--- src/rtl/cmov_pkg.sv ---
// cmov_pkg
// Shared definitions for the conditional-move operand scoreboard:
//   - FWD_* forwarding-select encodings
//   - REG_W register-index width
//   - entry_t: one tracked in-flight instruction
//   - cmov_write(): MOVZ/MOVN write resolution, the same rule the MEM-stage
//     register-file write enable uses
package cmov_pkg;

    localparam int REG_W = 5;

    localparam logic [1:0] FWD_REGFILE = 2'b00;
    localparam logic [1:0] FWD_MEM     = 2'b01;
    localparam logic [1:0] FWD_WB      = 2'b10;

    typedef struct packed {
        logic             valid;
        logic [REG_W-1:0] wreg;
        logic             regwrite;
        logic             condmov;
        logic             resolved_write;
    } entry_t;

    // Unconditional writers always write; a conditional move writes only
    // when the zero flag of its condition is set.
    function automatic logic cmov_write(input logic regwrite,
                                        input logic condmov,
                                        input logic zero);
        return (regwrite & ~condmov) | (condmov & zero);
    endfunction

endpackage

--- src/rtl/cmov_fwd_select.sv ---
// cmov_fwd_select
// Per-source forwarding priority mux. MEM beats WB; register 0 never forwards.
// Ports:
//   i_src      source register index
//   i_mem_en   MEM entry is a producer this cycle (valid and write resolved)
//   i_mem_wreg MEM entry destination
//   i_wb_en    WB entry is a producer (valid and resolved_write)
//   i_wb_wreg  WB entry destination
//   o_fwd      FWD_REGFILE / FWD_MEM / FWD_WB
module cmov_fwd_select
    import cmov_pkg::*;
(
    input  logic [REG_W-1:0] i_src,
    input  logic             i_mem_en,
    input  logic [REG_W-1:0] i_mem_wreg,
    input  logic             i_wb_en,
    input  logic [REG_W-1:0] i_wb_wreg,
    output logic [1:0]       o_fwd
);

    logic w_src_ok;
    assign w_src_ok = (i_src != '0);

    always_comb begin
        o_fwd = FWD_REGFILE;
        // A not-taken cmov in MEM has i_mem_en low, so the WB check still applies.
        if (w_src_ok && i_mem_en && (i_mem_wreg == i_src))
            o_fwd = FWD_MEM;
        else if (w_src_ok && i_wb_en && (i_wb_wreg == i_src))
            o_fwd = FWD_WB;
    end

endmodule

--- src/rtl/cmov_operand_scoreboard.sv ---
// cmov_operand_scoreboard
// ID-stage scoreboard tracking destinations in EX/MEM/WB, resolving
// MOVZ/MOVN writes, and telling ID to stall or forward each source.
// Optional feature macro: CMOV_STALL_COUNT_EN adds a saturating 32-bit
// StallCount output counting cycles with Stall=1.
// Ports:
//   Clk, Rst                      clock (rising), async active-high reset
//   ID_Issue/RegWrite/CondMov     issuing instruction control
//   ID_WriteReg                   issuing instruction destination
//   ID_Rs/ID_Rt, ID_UseRs/UseRt   sources and their use flags
//   MEM_Zero                      zero flag of the MEM instruction
//   Flush                         squash the incoming EX entry
//   Stall                         hold ID/IF, bubble into EX (combinational)
//   ForwardA/ForwardB             00 regfile, 01 MEM, 10 WB
//   WB_Write                      registered WB register-file write enable
//   StallCount                    (CMOV_STALL_COUNT_EN only)
module cmov_operand_scoreboard
    import cmov_pkg::*;
#(
    parameter int REG_W    = cmov_pkg::REG_W,
    parameter int NUM_REGS = 32
)
(
    input  logic             Clk,
    input  logic             Rst,
    input  logic             ID_Issue,
    input  logic             ID_RegWrite,
    input  logic             ID_CondMov,
    input  logic [REG_W-1:0] ID_WriteReg,
    input  logic [REG_W-1:0] ID_Rs,
    input  logic [REG_W-1:0] ID_Rt,
    input  logic             ID_UseRs,
    input  logic             ID_UseRt,
    input  logic             MEM_Zero,
    input  logic             Flush,
    output logic             Stall,
    output logic [1:0]       ForwardA,
    output logic [1:0]       ForwardB,
    output logic             WB_Write
`ifdef CMOV_STALL_COUNT_EN
    ,
    output logic [31:0]      StallCount
`endif
);

    localparam logic [REG_W:0] LP_NREGS = NUM_REGS[REG_W:0];

    // Index 0 is hard-wired zero; indices beyond the register file never match.
    function automatic logic idx_ok(input logic [REG_W-1:0] idx);
        return (idx != '0) && ({1'b0, idx} < LP_NREGS);
    endfunction

    entry_t r_ex, r_mem, r_wb;
    logic   r_wb_write;

    entry_t w_ex_next, w_mem_out;
    logic   w_load, w_mem_res, w_ex_pw, w_hit_a, w_hit_b;
    logic   w_mem_en, w_wb_en;

    // ---------------- stall ----------------
    assign w_ex_pw = r_ex.valid & (r_ex.regwrite | r_ex.condmov) & (r_ex.wreg != '0);
    assign w_hit_a = ID_UseRs & idx_ok(ID_Rs) & w_ex_pw & (ID_Rs == r_ex.wreg);
    assign w_hit_b = ID_UseRt & idx_ok(ID_Rt) & w_ex_pw & (ID_Rt == r_ex.wreg);
    assign Stall   = w_hit_a | w_hit_b;

    // ---------------- next entries ----------------
    // A stalled issue is dropped here; ID re-presents it next cycle.
    assign w_load    = ID_Issue & ~Stall & ~Flush;
    assign w_mem_res = cmov_write(r_mem.regwrite, r_mem.condmov, MEM_Zero);

    always_comb begin
        w_ex_next = '0;
        if (w_load) begin
            w_ex_next.valid    = 1'b1;
            w_ex_next.wreg     = ID_WriteReg;
            w_ex_next.regwrite = ID_RegWrite;
            w_ex_next.condmov  = ID_CondMov;
        end
    end

    always_comb begin
        w_mem_out                = r_mem;
        w_mem_out.resolved_write = w_mem_res;
    end

    // ---------------- pipeline ----------------
    always_ff @(posedge Clk or posedge Rst) begin
        if (Rst) begin
            r_ex       <= '0;
            r_mem      <= '0;
            r_wb       <= '0;
            r_wb_write <= 1'b0;
        end else begin
            r_ex       <= w_ex_next;
            r_mem      <= r_ex;
            r_wb       <= w_mem_out;
            r_wb_write <= r_mem.valid & w_mem_res & (r_mem.wreg != '0);
        end
    end

    assign WB_Write = r_wb_write;

    // ---------------- forwarding ----------------
    assign w_mem_en = r_mem.valid & w_mem_res;
    assign w_wb_en  = r_wb.valid & r_wb.resolved_write;

    cmov_fwd_select u_fwd_a (
        .i_src      (ID_Rs),
        .i_mem_en   (w_mem_en),
        .i_mem_wreg (r_mem.wreg),
        .i_wb_en    (w_wb_en),
        .i_wb_wreg  (r_wb.wreg),
        .o_fwd      (ForwardA)
    );

    cmov_fwd_select u_fwd_b (
        .i_src      (ID_Rt),
        .i_mem_en   (w_mem_en),
        .i_mem_wreg (r_mem.wreg),
        .i_wb_en    (w_wb_en),
        .i_wb_wreg  (r_wb.wreg),
        .o_fwd      (ForwardB)
    );

    // Entry fields kept for debug visibility but not consumed by any logic.
    logic w_unused_fields;
    assign w_unused_fields = ^{r_mem.resolved_write, r_wb.regwrite, r_wb.condmov};

`ifdef CMOV_STALL_COUNT_EN
    logic [31:0] r_stall_count;

    always_ff @(posedge Clk or posedge Rst) begin
        if (Rst)
            r_stall_count <= '0;
        else if (Stall && (r_stall_count != '1))
            r_stall_count <= r_stall_count + 32'd1;
    end

    assign StallCount = r_stall_count;
`endif

endmodule

--- config.mk ---
export PLATFORM = sky130hd
export DESIGN_NAME = cmov_operand_scoreboard
export DESIGN_NICKNAME = d
export VERILOG_FILES = /design/src/rtl/cmov_pkg.sv /design/src/rtl/cmov_fwd_select.sv /design/src/rtl/cmov_operand_scoreboard.sv
export SDC_FILE = /design/constraint.sdc
export NUM_CORES = 1
export LEC_CHECK = 0
export BUFFER_PORTS_ARGS = -buffer_cell sky130_fd_sc_hd__buf_4
export CORE_AREA = 2 2 59 44
export DETAILED_ROUTE_END_ITERATION = 6
export DIE_AREA = 0 0 61 46
export HOLD_SLACK_MARGIN = 0.06
export PLACE_DENSITY = 0.79
export SLEW_MARGIN = 40
export SYNTH_ARGS = -nofsm -noshare
export SYNTH_HDL_FRONTEND = slang
export SYNTH_SLANG_ARGS = --single-unit
export TNS_END_PERCENT = 10
--- constraint.sdc ---
create_clock -name Clk -period 3.4 [get_ports Clk]
set_input_delay 0.68 -clock Clk [delete_from_list [all_inputs] [get_ports Clk]]
set_output_delay 0.68 -clock Clk [all_outputs]
set_load 0.02 [all_outputs]
* Word level (Yosys, flattened, before mapping)
Cells that the tools add are included.
** Word-level totals
- Register bits after elaboration :: 24
- Latch bits :: 0
- Memory bits (writable) :: 0
- ROM bits :: 0
- Bits of input ports :: 24
- Output and inout port bits :: 6
- Logic and storage cells :: 56
- Memories :: 0
** Cells by class
- $add $sub $neg :: 0
- Multipliers :: 0
- Divide/modulo/power cells :: 0
- Magnitude comparators :: 0
- Equality and inequality tests :: 6
- Shifts and indexed selects :: 0
- Muxes and demuxes :: 5
- Bitwise logic cells :: 21
- Reductions and logical operators :: 12
** Operators with widths (count)
- $eq A5 B5 Y1 :: 6
- $reduce_bool A5 Y1 :: 4
- $and A1 B1 Y1 :: 15
- $logic_and A1 B1 Y1 :: 8
- $mux W2 :: 4
- $mux W8 :: 1
- $not A1 Y1 :: 3
- $or A1 B1 Y1 :: 3

* Longest topological paths before layout
- Depth in word-level cells :: 10
- Depth in mapped cells :: 5
- Depth with buffers taken out :: 4

* Modules after synthesis
From an unflattened synthesis, not the netlist that was laid out.
** Unflattened totals
- Cells, all modules :: 105
- Area, all modules :: 1176.1 um^2
** Modules (own cells, without submodules)
- cmov_operand_scoreboard :: instances 1, cells an instance 69, area an instance 898.4 um^2, sequential area each 600.6 um^2
- cmov_fwd_select :: instances 2, cells an instance 18, area an instance 138.9 um^2, sequential area each 0.0 um^2

* Worst setup path before layout
OpenSTA, ideal clock, no wires.
- Kind :: input-to-output
- Start point :: in ID_Rt[1]
- End point :: out ForwardB[1]
- Arrival time :: 2.140 ns
- Data required time :: 2.720 ns
- Setup slack :: 0.580 ns
- Stages on the path :: 5
- Path buffers :: 1
- Cells stage by stage :: clkbuf_1 xnor2_1 nand2_1 nor4_1 nor4_2
** On the way
- Cells in the longest elaborated chain, start to end :: 5
- Elaborated cells between the ends (all ways) :: 9
- Those cells by class :: eq/ne (2); mux (2); reduce/logical (5)
** Ends and longest elaborated chain
- start, declared :: line cmov_operand_scoreboard.sv:31 : input logic [REG_W-1:0] ID_Rt,
- $reduce_bool A5 Y1 :: line cmov_fwd_select.sv:22 : assign w_src_ok = (i_src != '0);
- $logic_and A1 B1 Y1 (2 in a row) :: line cmov_fwd_select.sv:29 : else if (w_src_ok && i_wb_en && (i_wb_wreg == i_src))
- $mux W2 :: line cmov_fwd_select.sv:29
- $mux W2 (*) :: line cmov_fwd_select.sv:27 : if (w_src_ok && i_mem_en && (i_mem_wreg == i_src))
- end, declared :: line cmov_operand_scoreboard.sv:38 : output logic [1:0] ForwardB,
Every way passes the cells marked *; elsewhere a longest branch is shown, timed or not.

* Worst setup path in the final report
- Start point :: in ID_Rs[0]
- End point :: out Stall
** On the way
- Cells in the longest elaborated chain, start to end :: 5
- Elaborated cells between the ends (all ways) :: 6
- Those cells by class :: eq/ne (1); bitwise (4); reduce/logical (1)
** Ends and longest elaborated chain
- start, declared :: line cmov_operand_scoreboard.sv:30 : input logic [REG_W-1:0] ID_Rs,
- $reduce_bool A5 Y1 :: line cmov_operand_scoreboard.sv:50 : return (idx != '0) && ({1'b0, idx} < LP_NREGS);
- $and A1 B1 Y1 (2 in a row) :: line cmov_operand_scoreboard.sv:62 : assign w_hit_a = ID_UseRs & idx_ok(ID_Rs) & w_ex_pw & (ID_Rs == r_ex.wreg);
- $and A1 B1 Y1 (*) :: line cmov_operand_scoreboard.sv:62
- $or A1 B1 Y1 (*) :: line cmov_operand_scoreboard.sv:64 : assign Stall = w_hit_a | w_hit_b;
- end, declared :: line cmov_operand_scoreboard.sv:36 : output logic Stall,
Marked as above.

==> reports/metrics.yaml <==
hpwlAfterDp_mm: 1.82
crit_fanout: 9
cts_buffers: 3
start_util: 0.512
gp_congestion: 0.836
met2_usage: 0.331
yosys_warnings: 0
cts_tree: "built"
regToRegSetupSlack_ns: 2.02
drive_gt1_frac: 0.333
layout_commonest_cell: "xnor2_1"
cp.arrival_ns: 2.04
pin_count: 30
ys_types: 24
track_usage: 0.185
reg2reg_depth: 4
dp.cells: 165
grt_pass1_vias: 850
synth_area_sq_um: 1180
syn2layout_area_growth_pct: 24.0
antenna_found_initial: 0
wl_mm: 2.19
end_kind: "primary output"
synth_top_area_frac: 0.508
drtIter0Drc: 17
p_leak_uw: 0.000613
ir_drop_mv: 0.186
rows: 15
grt_max_degree: 25
outcome: "completed"
insertedDiodeCount: 0
r2r_start: "r_ex[6]"
root_buffer: "clkbuf_4"
hold_path.class: "in -> async"
cts_sinks: 24
crit_type: "in -> out"
setup_viol_count_final: 0
critPathRequiredTime_ns: 2.72
coreArea_sq_um: 2310
mostFrequentLayoutCells: "xnor2_1, buf_4, dfrtp_1"
max_cap_viol_count: 0
use_met3: 0.0341
seq_area_frac_synth: 0.508
drc_errors: 0
ant_nets: 0
grt_setup_unrepaired: "false"
fin_crit_sh: 0.799
max_slew_margin: 0.610
clkSlewWorstSetupHoldPaths_ns: 0.12
synth.avg_cell_area_sq_um: 11.3
post_cts_buffers: 0
gr-total-overflow: 0
synth.ff_latch_count: 24
grt_pass1_wl_mm: 3.62
die_h_um: 46
timing.fmax_mhz: 368
num_vias: 847
vias_per_cell: 5.01
wl_per_cell_um: 12.9
fin_nets: 160
synthCells: 105
start_kind: "input port"
portBuffers: 29
dr.pass1.iters: 4
clock_insertion_delay_worst_skew_ns: 0.30
clock_skew_ns: 0.00117
die-area_sq_um: 2810
h-tree-depth: 1
cts_hold_buffers: 0
dp_slack_ns: 0.682
finalCriticalPeriod_ns: 2.72
finalHoldViolations: 0
die_w_um: 61
drv_slew: 0
setup_tns_ns: 0
grt.busiest_layer: "met2"
use_met1: 0.221
worst_pin_slew_ns: 0.586
synth_area_leaders: "dfrtp_1, xnor2_1, a21oi_1"
syn-num-nets: 129
timing.rr.end: "r_ex[4]"
cts_resized: 0
power_density_nw_per_um2: 366
synth_top_area_cell: "dfrtp_1"
fin_cells: 169
setup_ws_ns: 0.684
clock_path_buffers: 2
## cell families (layout without fill, tap and decap cells)
logic type      Yosys count  count (layout)  share of synthesized area
flops                    24              24                      0.508
compound gates           14              14                     0.0804
buf+inv                   4              34                     0.0137
mux                       1               1                    0.00952
simple gates             32              32                      0.166
xor+xnor                 30              30                      0.222
## per-layer routing
layer	part of all wire	routed length (um)	vias up
met5	0	0	-
met4	0.011	25	0
met3	0.051	112	4
met2	0.51	1110	25
met1	0.43	940	399
li1	-	-	419
## layout make-up
type,instances,area [sq um]
timing repair buffer,29,218
sequential,24,601
clock buffer,4,36.3
inverter,1,3.75
tap,34,42.5
fill,190,842
multi-input combinational,77,566
## stage by stage
step | power, uW | hold slack (ns) | area [sq um] | utilization
after global placement | 396 | 0.358 | 1430 | 0.620
after detailed placement | 399 | 0.360 | 1430 | 0.620
after floorplan | 362 | 0.348 | 1180 | -
after CTS | 542 | 0.389 | 1470 | 0.635
after global routing | 563 | 0.412 | 1470 | 0.635
final | 536 | 0.373 | 1470 | 0.635
## state kept, by name, summed over array words and instances, names as in the netlist
signal	flops
WB_Write	1
r_wb	7
r_mem	8
r_ex	8
## where the power goes
| group | leakage, uW | switching [uW] | internal (uW) | total, uW |
|---|---|---|---|---|
| clock network | 0.0000210 | 79.2 | 65.3 | 145 |
| logic | 0.000271 | 38.4 | 46.1 | 84.6 |
| registers | 0.000321 | 10.7 | 297 | 307 |
| total | 0.000613 | 128 | 408 | 536 |
## worst max-delay path, cell delays in order
cell and delay [ns]:
buf_4 0.14, or4_4 0.54, o211ai_2 0.16, o22ai_2 0.17, and2_1 0.19, buf_4 0.15
## cells in the mapped netlist (all sizes together)
master and n:
xnor2 30, dfrtp 24, nand2 10, a21oi 9
nand3 4, nand4 4, nor2 4, nor4 4
clkbuf 2, nor3 2, o211ai 2, or4 2
a21boi 1, and2 1, buf 1, inv 1
mux2 1, nor2b 1, o21ai 1, o22ai 1
## worst max-delay path by stage
stage               startpoint           to
floorplan             ID_Rt[1]  ForwardB[1]
global placement      ID_Rt[0]        Stall
detailed placement    ID_Rs[0]        Stall
CTS                   ID_Rs[0]        Stall
global route          ID_Rs[0]        Stall
finish                ID_Rs[0]        Stall
(Power assumes the default switching activity.)
